File: src/rtl/alu_pkg.sv
// Shared definitions for the ALU command issuer: opcodes, FSM states and the queued command.
package alu_pkg;

  localparam logic [2:0] OP_AND = 3'b000;
  localparam logic [2:0] OP_OR  = 3'b001;
  localparam logic [2:0] OP_XOR = 3'b010;
  localparam logic [2:0] OP_NOR = 3'b011;
  localparam logic [2:0] OP_SLT = 3'b100;
  localparam logic [2:0] OP_ADD = 3'b101;
  localparam logic [2:0] OP_SUB = 3'b110;
  localparam logic [2:0] OP_MOD = 3'b111;

  typedef enum logic [2:0] {
    StIdle,
    StDrive,
    StMstart,
    StMwait,
    StResp
  } issuer_state_e;

  typedef struct packed {
    logic [31:0] a;
    logic [31:0] b;
    logic [2:0]  op;
  } alu_cmd_t;

  localparam int unsigned CmdWidth = $bits(alu_cmd_t);

endpackage

File: src/rtl/cmd_fifo.sv
// Synchronous FIFO holding queued ALU commands; one extra pointer bit separates full from empty.
module cmd_fifo
  import alu_pkg::*;
#(
  parameter int unsigned Depth = 4,
  parameter int unsigned Width = CmdWidth
) (
  input  logic             clk_i,
  input  logic             rst_ni,
  input  logic             push_i,
  input  logic [Width-1:0] wdata_i,
  input  logic             pop_i,
  output logic [Width-1:0] rdata_o,
  output logic             full_o,
  output logic             empty_o
);

  localparam int unsigned PtrW = $clog2(Depth);
  localparam logic [PtrW:0] PtrOne = 1;

  logic [Width-1:0] mem_q [Depth];
  logic [PtrW:0]    wr_ptr_q, wr_ptr_d;
  logic [PtrW:0]    rd_ptr_q, rd_ptr_d;
  logic             do_push, do_pop;

  assign full_o  = (wr_ptr_q[PtrW] != rd_ptr_q[PtrW]) &&
                   (wr_ptr_q[PtrW-1:0] == rd_ptr_q[PtrW-1:0]);
  assign empty_o = (wr_ptr_q == rd_ptr_q);
  assign do_push = push_i && !full_o;
  assign do_pop  = pop_i && !empty_o;
  assign rdata_o = mem_q[rd_ptr_q[PtrW-1:0]];

  always_comb begin
    wr_ptr_d = wr_ptr_q;
    rd_ptr_d = rd_ptr_q;
    if (do_push) wr_ptr_d = wr_ptr_q + PtrOne;
    if (do_pop)  rd_ptr_d = rd_ptr_q + PtrOne;
  end

  always_ff @(posedge clk_i or negedge rst_ni) begin
    if (!rst_ni) begin
      wr_ptr_q <= '0;
      rd_ptr_q <= '0;
    end else begin
      wr_ptr_q <= wr_ptr_d;
      rd_ptr_q <= rd_ptr_d;
    end
  end

  // Storage needs no reset: an entry is only read after it has been written.
  always_ff @(posedge clk_i) begin
    if (do_push) mem_q[wr_ptr_q[PtrW-1:0]] <= wdata_i;
  end

endmodule

File: src/rtl/alu_cmd_issuer.sv
// Serialises queued commands onto alu32, launches MOD with a start pulse and returns each
// result (or a MOD timeout) on a valid/ready response channel.
module alu_cmd_issuer
  import alu_pkg::*;
#(
  parameter int unsigned Depth   = 4,
  parameter int unsigned Timeout = 64
) (
  input  logic        clk_i,
  input  logic        rst_ni,
  input  logic        cmd_valid_i,
  output logic        cmd_ready_o,
  input  logic [31:0] cmd_a_i,
  input  logic [31:0] cmd_b_i,
  input  logic [2:0]  cmd_op_i,
  output logic [31:0] alu_a_o,
  output logic [31:0] alu_b_o,
  output logic [2:0]  alu_op_o,
  output logic        alu_start_o,
  input  logic        alu_done_i,
  input  logic [31:0] alu_out_i,
  output logic        rsp_valid_o,
  input  logic        rsp_ready_i,
  output logic [31:0] rsp_data_o,
  output logic [2:0]  rsp_op_o,
  output logic        rsp_timeout_o,
  output logic        busy_o
);

  localparam int unsigned CntW = $clog2(Timeout) + 1;
  localparam logic [CntW-1:0] CntLast = CntW'(Timeout - 1);
  localparam logic [CntW-1:0] CntOne  = 1;

  issuer_state_e   state_q, state_d;
  logic [31:0]     alu_a_q, alu_a_d;
  logic [31:0]     alu_b_q, alu_b_d;
  logic [2:0]      alu_op_q, alu_op_d;
  logic [31:0]     rsp_data_q, rsp_data_d;
  logic [2:0]      rsp_op_q, rsp_op_d;
  logic            rsp_timeout_q, rsp_timeout_d;
  logic [CntW-1:0] cnt_q, cnt_d;

  alu_cmd_t push_cmd, head_cmd;
  logic     fifo_full, fifo_empty, fifo_pop;

  assign push_cmd = '{a: cmd_a_i, b: cmd_b_i, op: cmd_op_i};

  cmd_fifo #(
    .Depth (Depth),
    .Width (CmdWidth)
  ) u_cmd_fifo (
    .clk_i   (clk_i),
    .rst_ni  (rst_ni),
    .push_i  (cmd_valid_i),
    .wdata_i (push_cmd),
    .pop_i   (fifo_pop),
    .rdata_o (head_cmd),
    .full_o  (fifo_full),
    .empty_o (fifo_empty)
  );

  always_comb begin
    state_d       = state_q;
    alu_a_d       = alu_a_q;
    alu_b_d       = alu_b_q;
    alu_op_d      = alu_op_q;
    rsp_data_d    = rsp_data_q;
    rsp_op_d      = rsp_op_q;
    rsp_timeout_d = rsp_timeout_q;
    cnt_d         = cnt_q;
    fifo_pop      = 1'b0;

    unique case (state_q)
      StIdle: begin
        if (!fifo_empty) begin
          fifo_pop = 1'b1;
          alu_a_d  = head_cmd.a;
          alu_b_d  = head_cmd.b;
          alu_op_d = head_cmd.op;
          state_d  = (head_cmd.op == OP_MOD) ? StMstart : StDrive;
        end
      end
      // Single-cycle ops settle combinationally in alu32 once operands are registered.
      StDrive: begin
        rsp_data_d    = alu_out_i;
        rsp_op_d      = alu_op_q;
        rsp_timeout_d = 1'b0;
        state_d       = StResp;
      end
      StMstart: begin
        cnt_d   = '0;
        state_d = StMwait;
      end
      StMwait: begin
        cnt_d = cnt_q + CntOne;
        // A done arriving on the final timeout cycle still delivers the real result.
        if (alu_done_i) begin
          rsp_data_d    = alu_out_i;
          rsp_op_d      = alu_op_q;
          rsp_timeout_d = 1'b0;
          state_d       = StResp;
        end else if (cnt_q == CntLast) begin
          rsp_data_d    = '0;
          rsp_op_d      = alu_op_q;
          rsp_timeout_d = 1'b1;
          state_d       = StResp;
        end
      end
      StResp: begin
        if (rsp_ready_i) state_d = StIdle;
      end
      default: state_d = StIdle;
    endcase
  end

  always_ff @(posedge clk_i or negedge rst_ni) begin
    if (!rst_ni) begin
      state_q       <= StIdle;
      alu_a_q       <= '0;
      alu_b_q       <= '0;
      alu_op_q      <= '0;
      rsp_data_q    <= '0;
      rsp_op_q      <= '0;
      rsp_timeout_q <= 1'b0;
      cnt_q         <= '0;
    end else begin
      state_q       <= state_d;
      alu_a_q       <= alu_a_d;
      alu_b_q       <= alu_b_d;
      alu_op_q      <= alu_op_d;
      rsp_data_q    <= rsp_data_d;
      rsp_op_q      <= rsp_op_d;
      rsp_timeout_q <= rsp_timeout_d;
      cnt_q         <= cnt_d;
    end
  end

  assign cmd_ready_o   = !fifo_full;
  assign alu_a_o       = alu_a_q;
  assign alu_b_o       = alu_b_q;
  assign alu_op_o      = alu_op_q;
  assign alu_start_o   = (state_q == StMstart);
  assign rsp_valid_o   = (state_q == StResp);
  assign rsp_data_o    = rsp_data_q;
  assign rsp_op_o      = rsp_op_q;
  assign rsp_timeout_o = rsp_timeout_q;
  assign busy_o        = (state_q != StIdle) || !fifo_empty;

endmodule

File: config.mk
export PLATFORM = sky130hd
export DESIGN_NAME = alu_cmd_issuer
export DESIGN_NICKNAME = d
export VERILOG_FILES = /design/src/rtl/alu_pkg.sv /design/src/rtl/cmd_fifo.sv /design/src/rtl/alu_cmd_issuer.sv
export SDC_FILE = /design/constraint.sdc
export NUM_CORES = 1
export LEC_CHECK = 0
export CAP_MARGIN = 20
export CORE_ASPECT_RATIO = 1.25
export CORE_MARGIN = 8
export CORE_UTILIZATION = 27
export DETAILED_ROUTE_END_ITERATION = 6
export PLACE_DENSITY = 0.47
export SLEW_MARGIN = 20
export SYNTH_ARGS = -nofsm -noshare
export SYNTH_HDL_FRONTEND = slang
export SYNTH_SLANG_ARGS = --single-unit
export TNS_END_PERCENT = 5
File: constraint.sdc
create_clock -name clk_i -period 3.85 [get_ports clk_i]
set_input_delay 0.77 -clock clk_i [delete_from_list [all_inputs] [get_ports clk_i]]
set_output_delay 0.77 -clock clk_i [all_outputs]
set_load 0.005 [all_outputs]
# Word-level counts from Yosys, hierarchy flattened
# Memory sizes are Yosys's and may differ from the RTL's.
# Index checks and enable logic that the tools add are counted.
# classes
addsub,3
eq_ne,12
muxes,20
n_bitwise,1
reduce_logical,13
# op_table
cell,n
$mux W32,2
$pmux W32 S2,1
$mux W3,6
$pmux W3 S5,1
$pmux W7 S2,1
$add A7 B1 Y7 const B,1
$eq A7 B6 Y1 const B,1
$add A3 B1 Y3 const B,2
$eq A3 B2 Y1 const B,2
$eq A3 B3 Y1 const B,2
$mux W1,6
$pmux W3 S2,1
$reduce_and A2 Y1,2
$reduce_bool A2 Y1,2
$eq A3 B1 Y1 const B,1
$eq A3 B3 Y1,1
$logic_and A1 B1 Y1,3
$logic_not A3 Y1,1
$ne A3 B3 Y1 const B,1
$reduce_and A3 Y1,1
$reduce_bool A3 Y1,1
$eq A2 B2 Y1,1
$logic_not A1 Y1,2
$mux W2,1
6 further kinds,6
# totals
register_bits,119
ram_bits,268
in_bits,104
out_inout_bits,107
memories,1
# mem_list
memory,words,width,read_ports,rd_clocked_by_memory_dff,wr,line,source
u_cmd_fifo.mem_q,4,67,1,0,1,cmd_fifo.sv:21,logic [Width-1:0] mem_q [Depth];

# Longest topological paths before layout
# Gate-level depths: netlist of run 1.
# depth
word_depth,6
depth_mapped,7
mapped_depth_nobuf,5

# By module
# Synthesis of run 1 repeated with hierarchy kept, for this count alone.
# hier_totals
hier_cells,758
area_unflattened_um2,14614.0
# modules_own_cells
module,instances,cells_per_inst,area_each_um2
cmd_fifo,1,399,10131.0
alu_cmd_issuer,1,359,4483.0

# Worst setup path after synthesis of run 1
# OpenSTA, ideal clock, no wires.
# synth_path
path_type,input to register
startpoint,in cmd_valid_i
endpoint,mem u_cmd_fifo.mem_q[3][0] (netlist name) (enable)
setup_time_ns,0.434
arrival_time_ns,2.790
path_slack_ns,0.626
stages,3
cell_sequence,inv_1 > a31oi_1 > and2_1
# synth_via
elab_chain_cells,3
# synth_rtl
element,line,source
"start, declared",alu_cmd_issuer.sv:11,"input logic cmd_valid_i,"
$logic_and A1 B1 Y1,cmd_fifo.sv:29,assign do_push = push_i && !full_o;
$mux W1,cmd_fifo.sv:52,if (do_push) mem_q[wr_ptr_q[PtrW-1:0]] <= wdata_i;
$mux W1 (implied by the code),cmd_fifo.sv:52,
"end, declared",cmd_fifo.sv:21,
# Every way passes these cells.

# Final worst setup path of run 1
# layout_path
startpoint,reg u_cmd_fifo.rd_ptr_q[0]
endpoint,out busy_o
# layout_via
elab_chain_cells,3
# layout_rtl
element,line,source
"start, declared",cmd_fifo.sv:23,"logic [PtrW:0] rd_ptr_q, rd_ptr_d;"
"start signal, assigned",cmd_fifo.sv:46,rd_ptr_q <= rd_ptr_d;
$eq A3 B3 Y1,cmd_fifo.sv:28,assign empty_o = (wr_ptr_q == rd_ptr_q);
$logic_not A1 Y1,alu_cmd_issuer.sv:147,assign busy_o = (state_q != StIdle) || !fifo_empty;
$logic_or A1 B1 Y1,alu_cmd_issuer.sv:147,
"end, declared",alu_cmd_issuer.sv:27,output logic busy_o
# Every way passes these cells.

==> results of run 1 <==
## cell families (layout without fill, tap and decap cells)
logic type | count (synthesis) | after routing | synth area share, %
compound gates | 54 | 54 | 2.95
xor+xnor | 8 | 8 | 0.588
fa+ha+maj | 6 | 6 | 0.519
buf+inv | 37 | 312 | 1.69
flops | 387 | 387 | 76.2
mux | 139 | 139 | 16.8
other cells | 0 | 1 | 0
simple gates | 36 | 36 | 1.31
## worst paths after layout
| path | from | endpoint | slack, ns | depth (start not counted) |
|---|---|---|---|---|
| worst min register to register | alu_b_o[8]$_DFFE_PN0P_ | alu_b_o[8]$_DFFE_PN0P_ | 0.49 | 1 |
| worst min-delay path | rst_ni | rsp_data_o[2]$_DFFE_PN0P_ | 0.20 | 1 |
| min in group clk_i | alu_b_o[8]$_DFFE_PN0P_ | alu_b_o[8]$_DFFE_PN0P_ | 0.49 | 1 |
| worst max-delay path | u_cmd_fifo.rd_ptr_q[0]$_DFFE_PN0P_ | busy_o | 0.65 | 4 |
| max in group asynchronous | rst_ni | alu_a_o[19]$_DFFE_PN0P_ | 2.83 | 2 |
| worst max register to register | u_cmd_fifo.rd_ptr_q[0]$_DFFE_PN0P_ | u_cmd_fifo.mem_q[2][20]$_DFFE_PP_ | 1.22 | 4 |
## state kept, by name, summed over array words and instances, names as in the netlist
signal and cells:
alu_op_o 3, state_q 3, u_cmd_fifo.wr_ptr_q 3, alu_b_o 32
rsp_timeout_o 1, rsp_op_o 3, rsp_data_o 32, cnt_q 7
alu_a_o 32, u_cmd_fifo.rd_ptr_q 3, u_cmd_fifo.mem_q 268
## through the flow
step / total power [W] / area (um^2) / worst slack, ns
final: 0.0159 / 18900 / 0.648
after global routing: 0.0168 / 18900 / 0.488
after CTS: 0.0163 / 18900 / 0.564
after detailed placement: 0.0121 / 17500 / 0.770
after global placement: 0.0120 / 17500 / 0.731
after floorplan: 0.00969 / 14500 / 0.626
## critical path, stage by stage (launching register included)
cell and delay [ns]:
dfrtp_4 0.59, xnor2_2 0.35, nand2_1 0.11, or3_1 0.36, clkdlybuf4s50_1 0.48
## layer usage
metal	vias up	share of wire [%]	global-route usage (%)
met3	49	6.5	3.08
met2	199	48	18.3
met1	3587	43	13.4
li1	3183	-	-
met5	-	0.039	0
met4	2	2.3	3.95
## cells in the mapped netlist, types with 3 or more instances
cell type / number / area share, %
nand3_1: 6 / 0.21
nor2b_1: 3 / 0.13
buf_2: 12 / 0.41
mux4_1: 16 / 2.9
dfrtp_1: 119 / 21
edfxtp_1: 268 / 56
inv_1: 5 / 0.13
ha_1: 6 / 0.52
o21ai_0: 9 / 0.31
xor2_1: 3 / 0.18
xnor2_1: 3 / 0.18
mux2_2: 49 / 3.8
a22o_1: 32 / 1.9
and2_1: 4 / 0.17
a21oi_1: 3 / 0.10
mux2_4: 14 / 1.5
mux4_2: 51 / 7.9
nand2_1: 13 / 0.34
o21a_1: 3 / 0.16
clkbuf_1: 8 / 0.21
buf_6: 10 / 0.78
mux2_1: 8 / 0.62
## where the power goes
| group | total [W] | internal (W) | switching, W |
|---|---|---|---|
| clock network | 0.00413 | 0.00249 | 0.00163 |
| registers | 0.00634 | 0.00582 | 0.000517 |
| logic | 0.00543 | 0.00307 | 0.00236 |
| total | 0.0159 | 0.0114 | 0.00451 |
## area by class of cell
cell class | count | area, um^2 | area share (%)
diodes | 1 | 2.50 | 0.0133
clock buffers | 57 | 1180 | 6.24
clock inverters | 20 | 245 | 1.30
inverters | 5 | 18.8 | 0.0994
multi-input cells | 243 | 3220 | 17.1
flip-flops and latches | 387 | 11000 | 58.4
well taps | 679 | 850 | 4.50
repair buffers | 230 | 2330 | 12.3
==> out/qor.txt, run 1 <==
die span in y: 275 um
Clock Tree Root: clkbuf_16
DRT iter0 DRCs: 319
most common cell after layout, fill and taps aside: edfxtp_1
routed vias: 7,020
Worst Skew: 0.0104 ns
Post-layout nets: 1,019
final-report hold violation count: 0
f_max: 0.312 GHz
RSZ-0062 raised after global routing: no
die area: 61,300 um^2
vias in the first global route: 7,885
worst-skew pair later-pin latency: 0.55 ns
clock slew at reported path FFs: 0.06 ns
Initial Util: 27.1%
syn nets: 777
Crit path required time: 3.08 ns
CTS max path bufs: 3
Worst slew margin: 54.8%
critical path type: reg -> out
Max IR drop VDD: 0.329 mV
Final min period: 3.20 ns
Rows: 95
final setup TNS: 0 ns
Hold Path Class: in -> async
RD Place Congestion: 0.724
most frequent cells in the layout: edfxtp_1 (268), clkdlybuf4s50_1 (209), dfrtp_1 (117), mux4_2 (51), mux2_2 (49)
Fillers: 4,926
pin count of the biggest net entering global routing: 65
Pwr per Cell Area: 842 nW/um^2
via density per instance: 4.33
share of cells above drive strength 1: 22.6%
total iterations of the first detailed-routing run: 6
Avg WL per Cell: 20.7 um
synthesized area per cell: 21.7 um^2
Seq/Total Area, Yosys: 76.2%
Final Core Density: 35.4%
crit share post-route: 83.2%
Post-synth EDFFs: 268
I/O pins: 211
# DRC: 0
Placed Instances: 1,544
setup violators final: 0
P_leak: 6.67 nW
Max Cap Viol: 0
Post-synth ARST share: 30.7%
CTS H-tree lvls: 2
global-route wire length before repair: 50.6 mm
Setup crit end kind: primary output
Post-CTS Resized: 0
IO buf count: 210
Post-DP HPWL: 21.5 mm
core area: 53,400 um^2
grt total ovfl: 0
CTS tree: yes
Worst Path Arrival: 2.43 ns
post-synthesis cell type count: 40
DIE WIDTH: 223 um
Hold WS: 0.199 ns
Post-CTS Setup Inserts: 0
cells after synthesis: 667
hold_buf cts: 0
total wire length: 33.6 mm
initial antenna violation count: 3
synthesis-to-layout area growth: 30.4%
Synth Register Bits: 387
Main synth FF type: edfxtp_1
final cell count without fillers: 1,622
Slew Limit Fails: 0
status: completed
total track usage: 10.9%
CTS buffer count: 42
Worst Tran Pin Value: 0.676 ns
# clock sinks: 387
DRT antenna net count: 0
Yosys warning total: 0
critical path fanouts, max: 11
Startpoint Class: register
synthesized area: 14,500 um^2
Power figures use the tool's default switching activity.
==> run 2, diff against run 1 <==
==> constraint.sdc (replaced) <==
create_clock -name clk_i -period 3.25 [get_ports clk_i]
set_input_delay 0.65 -clock clk_i [delete_from_list [all_inputs] [get_ports clk_i]]
set_output_delay 0.65 -clock clk_i [all_outputs]
set_load 0.005 [all_outputs]
==> run 2 against run 1 <==
  * Setup slack got worse by 0.32 ns
  * Critical path type unchanged
  * Non-clock buffer count rose by 7
  * Global-route usage barely moved
  * Largest power group unchanged
  * First-iteration DRC count rose by 34%
==> out/qor.txt, run 2 (synthesized netlist as in run 1, its figures left out) <==
Total Power: 0.0193 W (was 0.0159 W)
clock slew at reported path FFs: 0.06 ns (about the same)
die span in y: 275 um (unchanged)
Pwr per Cell Area: 1010 nW/um^2 (was 842 nW/um^2)
DRT iter0 DRCs: 429 (was 319)
total iterations of the first detailed-routing run: 4 (was 6)
Post-CTS Setup Inserts: 0 (unchanged)
Startpoint Class: register (unchanged)
total wire length: 33.5 mm (was 33.6 mm)
Hold Path Class: in -> async (unchanged)
Post-layout nets: 1,026 (was 1,019)
synthesis-to-layout area growth: 32.0% (was 30.4%)
IO buf count: 210 (unchanged)
Worst Skew: 0.0108 ns (was 0.0104 ns)
vias in the first global route: 7,831 (was 7,885)
Worst Tran Pin Value: 0.814 ns (was 0.676 ns)
Setup WS post-layout: 0.326 ns (was 0.648 ns)
critical path type: reg -> out (unchanged)
routed vias: 7,115 (was 7,020)
RD Place Congestion: 0.711 (was 0.724)
Worst Path Arrival: 2.27 ns (was 2.43 ns)
design area: 19,100 um^2 (was 18,900 um^2)
pin count of the biggest net entering global routing: 73 (was 65)
RSZ-0062 raised after global routing: no (unchanged)
initial antenna violation count: 1 (was 3)
Clock Tree Root: clkbuf_16 (unchanged)
Post-DP HPWL: 21.5 mm (about the same)
Largest register FFs: 268 (unchanged)
most common cell after layout, fill and taps aside: edfxtp_1 (unchanged)
worst-skew pair later-pin latency: 0.54 ns (was 0.55 ns)
hold_buf cts: 0 (unchanged)
Rows: 95 (unchanged)
f_max: 0.342 GHz
status: completed (unchanged)
pre-CTS setup slack: 0.602 ns (was 0.770 ns)
CTS max path bufs: 3 (unchanged)
P_leak: 6.78 nW (was 6.67 nW)
I/O pins: 211 (unchanged)
Fillers: 4,929 (was 4,926)
DP Area: 17,600 um^2 (was 17,500 um^2)
core area: 53,400 um^2 (unchanged)
total track usage: 10.9% (about the same)
critical path fanouts, max: 14 (was 11)
Avg WL per Cell: 20.5 um (was 20.7 um)
CTS buffer count: 42 (unchanged)
setup violators final: 0 (unchanged)
DIE WIDTH: 223 um (unchanged)
Worst slew margin: 45.7% (was 54.8%)
Setup crit end kind: primary output (unchanged)
most frequent cells in the layout: edfxtp_1 (268), clkdlybuf4s50_1 (209), dfrtp_1 (117), mux4_2 (51), mux2_2 (49) (unchanged)
DRT antenna net count: 0 (unchanged)
share of cells above drive strength 1: 23.3% (was 22.6%)
# clock sinks: 387 (unchanged)
slowest stage delay, CP: 0.52 ns (was 0.59 ns)
grt total ovfl: 0 (unchanged)
Crit path required time: 2.60 ns (was 3.08 ns)
global-route wire length before repair: 50.9 mm (was 50.6 mm)
CP Cell Sequence: or3_4 -> or3_1 -> clkdlybuf4s50_1 (was xnor2_2 -> nand2_1 -> or3_1 -> clkdlybuf4s50_1)
Worst path slowest cell: dfrtp_1 (was dfrtp_4)
Initial Util: 27.1% (unchanged)
# DRC: 0 (unchanged)
Max Cap Viol: 0 (unchanged)
Post-CTS Resized: 0 (unchanged)
crit share post-route: 90.0%
Slew Limit Fails: 0 (unchanged)
Hold WS: 0.152 ns (was 0.199 ns)
CTS H-tree lvls: 2 (unchanged)
final-report hold violation count: 0 (unchanged)
Final min period: 2.92 ns
final setup TNS: 0 ns (unchanged)
CTS tree: yes (unchanged)
die area: 61,300 um^2 (unchanged)
Max IR drop VDD: 0.460 mV (was 0.329 mV)
via density per instance: 4.37 (was 4.33)
run 2: critical path, delay by kind of cell (launching register included):
kind,cells,cell delay [ns]
buffers and inverters,1,0.48
AND/OR/NAND/NOR,2,0.73
flip-flops,1,0.52
run 2: final cells by class:
| type | count | area (um^2) | area share, % |
|---|---|---|---|
| antenna | 1 | 2.50 | 0.0131 |
| sequential | 387 | 11000 | 57.7 |
| clock buffer | 57 | 1220 | 6.39 |
| timing repair buffer | 237 | 2440 | 12.8 |
| tap | 679 | 850 | 4.45 |
| clock inverter | 21 | 314 | 1.64 |
| inverter | 5 | 18.8 | 0.0982 |
| multi-input combinational | 243 | 3220 | 16.9 |
run 2: layer usage:
metal | track usage, % | routed length (um) | up-vias
met5 | 0 | 0 | -
met4 | 3.12 | 634 | 0
met3 | 3.17 | 2130 | 42
met1 | 13.6 | 14400 | 3685
met2 | 18.2 | 16300 | 191
li1 | - | - | 3197
run 2: final timing paths:
path / end / from / slack (ns) / cells after the start
worst max-delay path: busy_o / state_q[0]$_DFFE_PN0P_ / 0.33 / 3
worst min-delay path: rsp_data_o[30]$_DFFE_PN0P_ / rst_ni / 0.15 / 1
worst max register to register: alu_a_o[26]$_DFFE_PN0P_ / state_q[0]$_DFFE_PN0P_ / 0.98 / 4
worst min register to register: alu_b_o[7]$_DFFE_PN0P_ / alu_b_o[7]$_DFFE_PN0P_ / 0.48 / 1
max in group asynchronous: alu_b_o[10]$_DFFE_PN0P_ / rst_ni / 2.27 / 2
min in group clk_i: alu_b_o[7]$_DFFE_PN0P_ / alu_b_o[7]$_DFFE_PN0P_ / 0.48 / 1
run 2: metrics by stage:
step,instances,utilization (%)
2_1_floorplan,667,-
3_3_place_gp,1551,32.9
3_5_place_dp,1551,32.9
4_1_cts,1629,35.8
5_1_grt,1629,35.8
6_report,1630,35.8
run 2: power by group:
part	internal, W	switching [W]
Clock	0.00327	0.00194
Combinational	0.00379	0.00283
Sequential	0.00689	0.000590
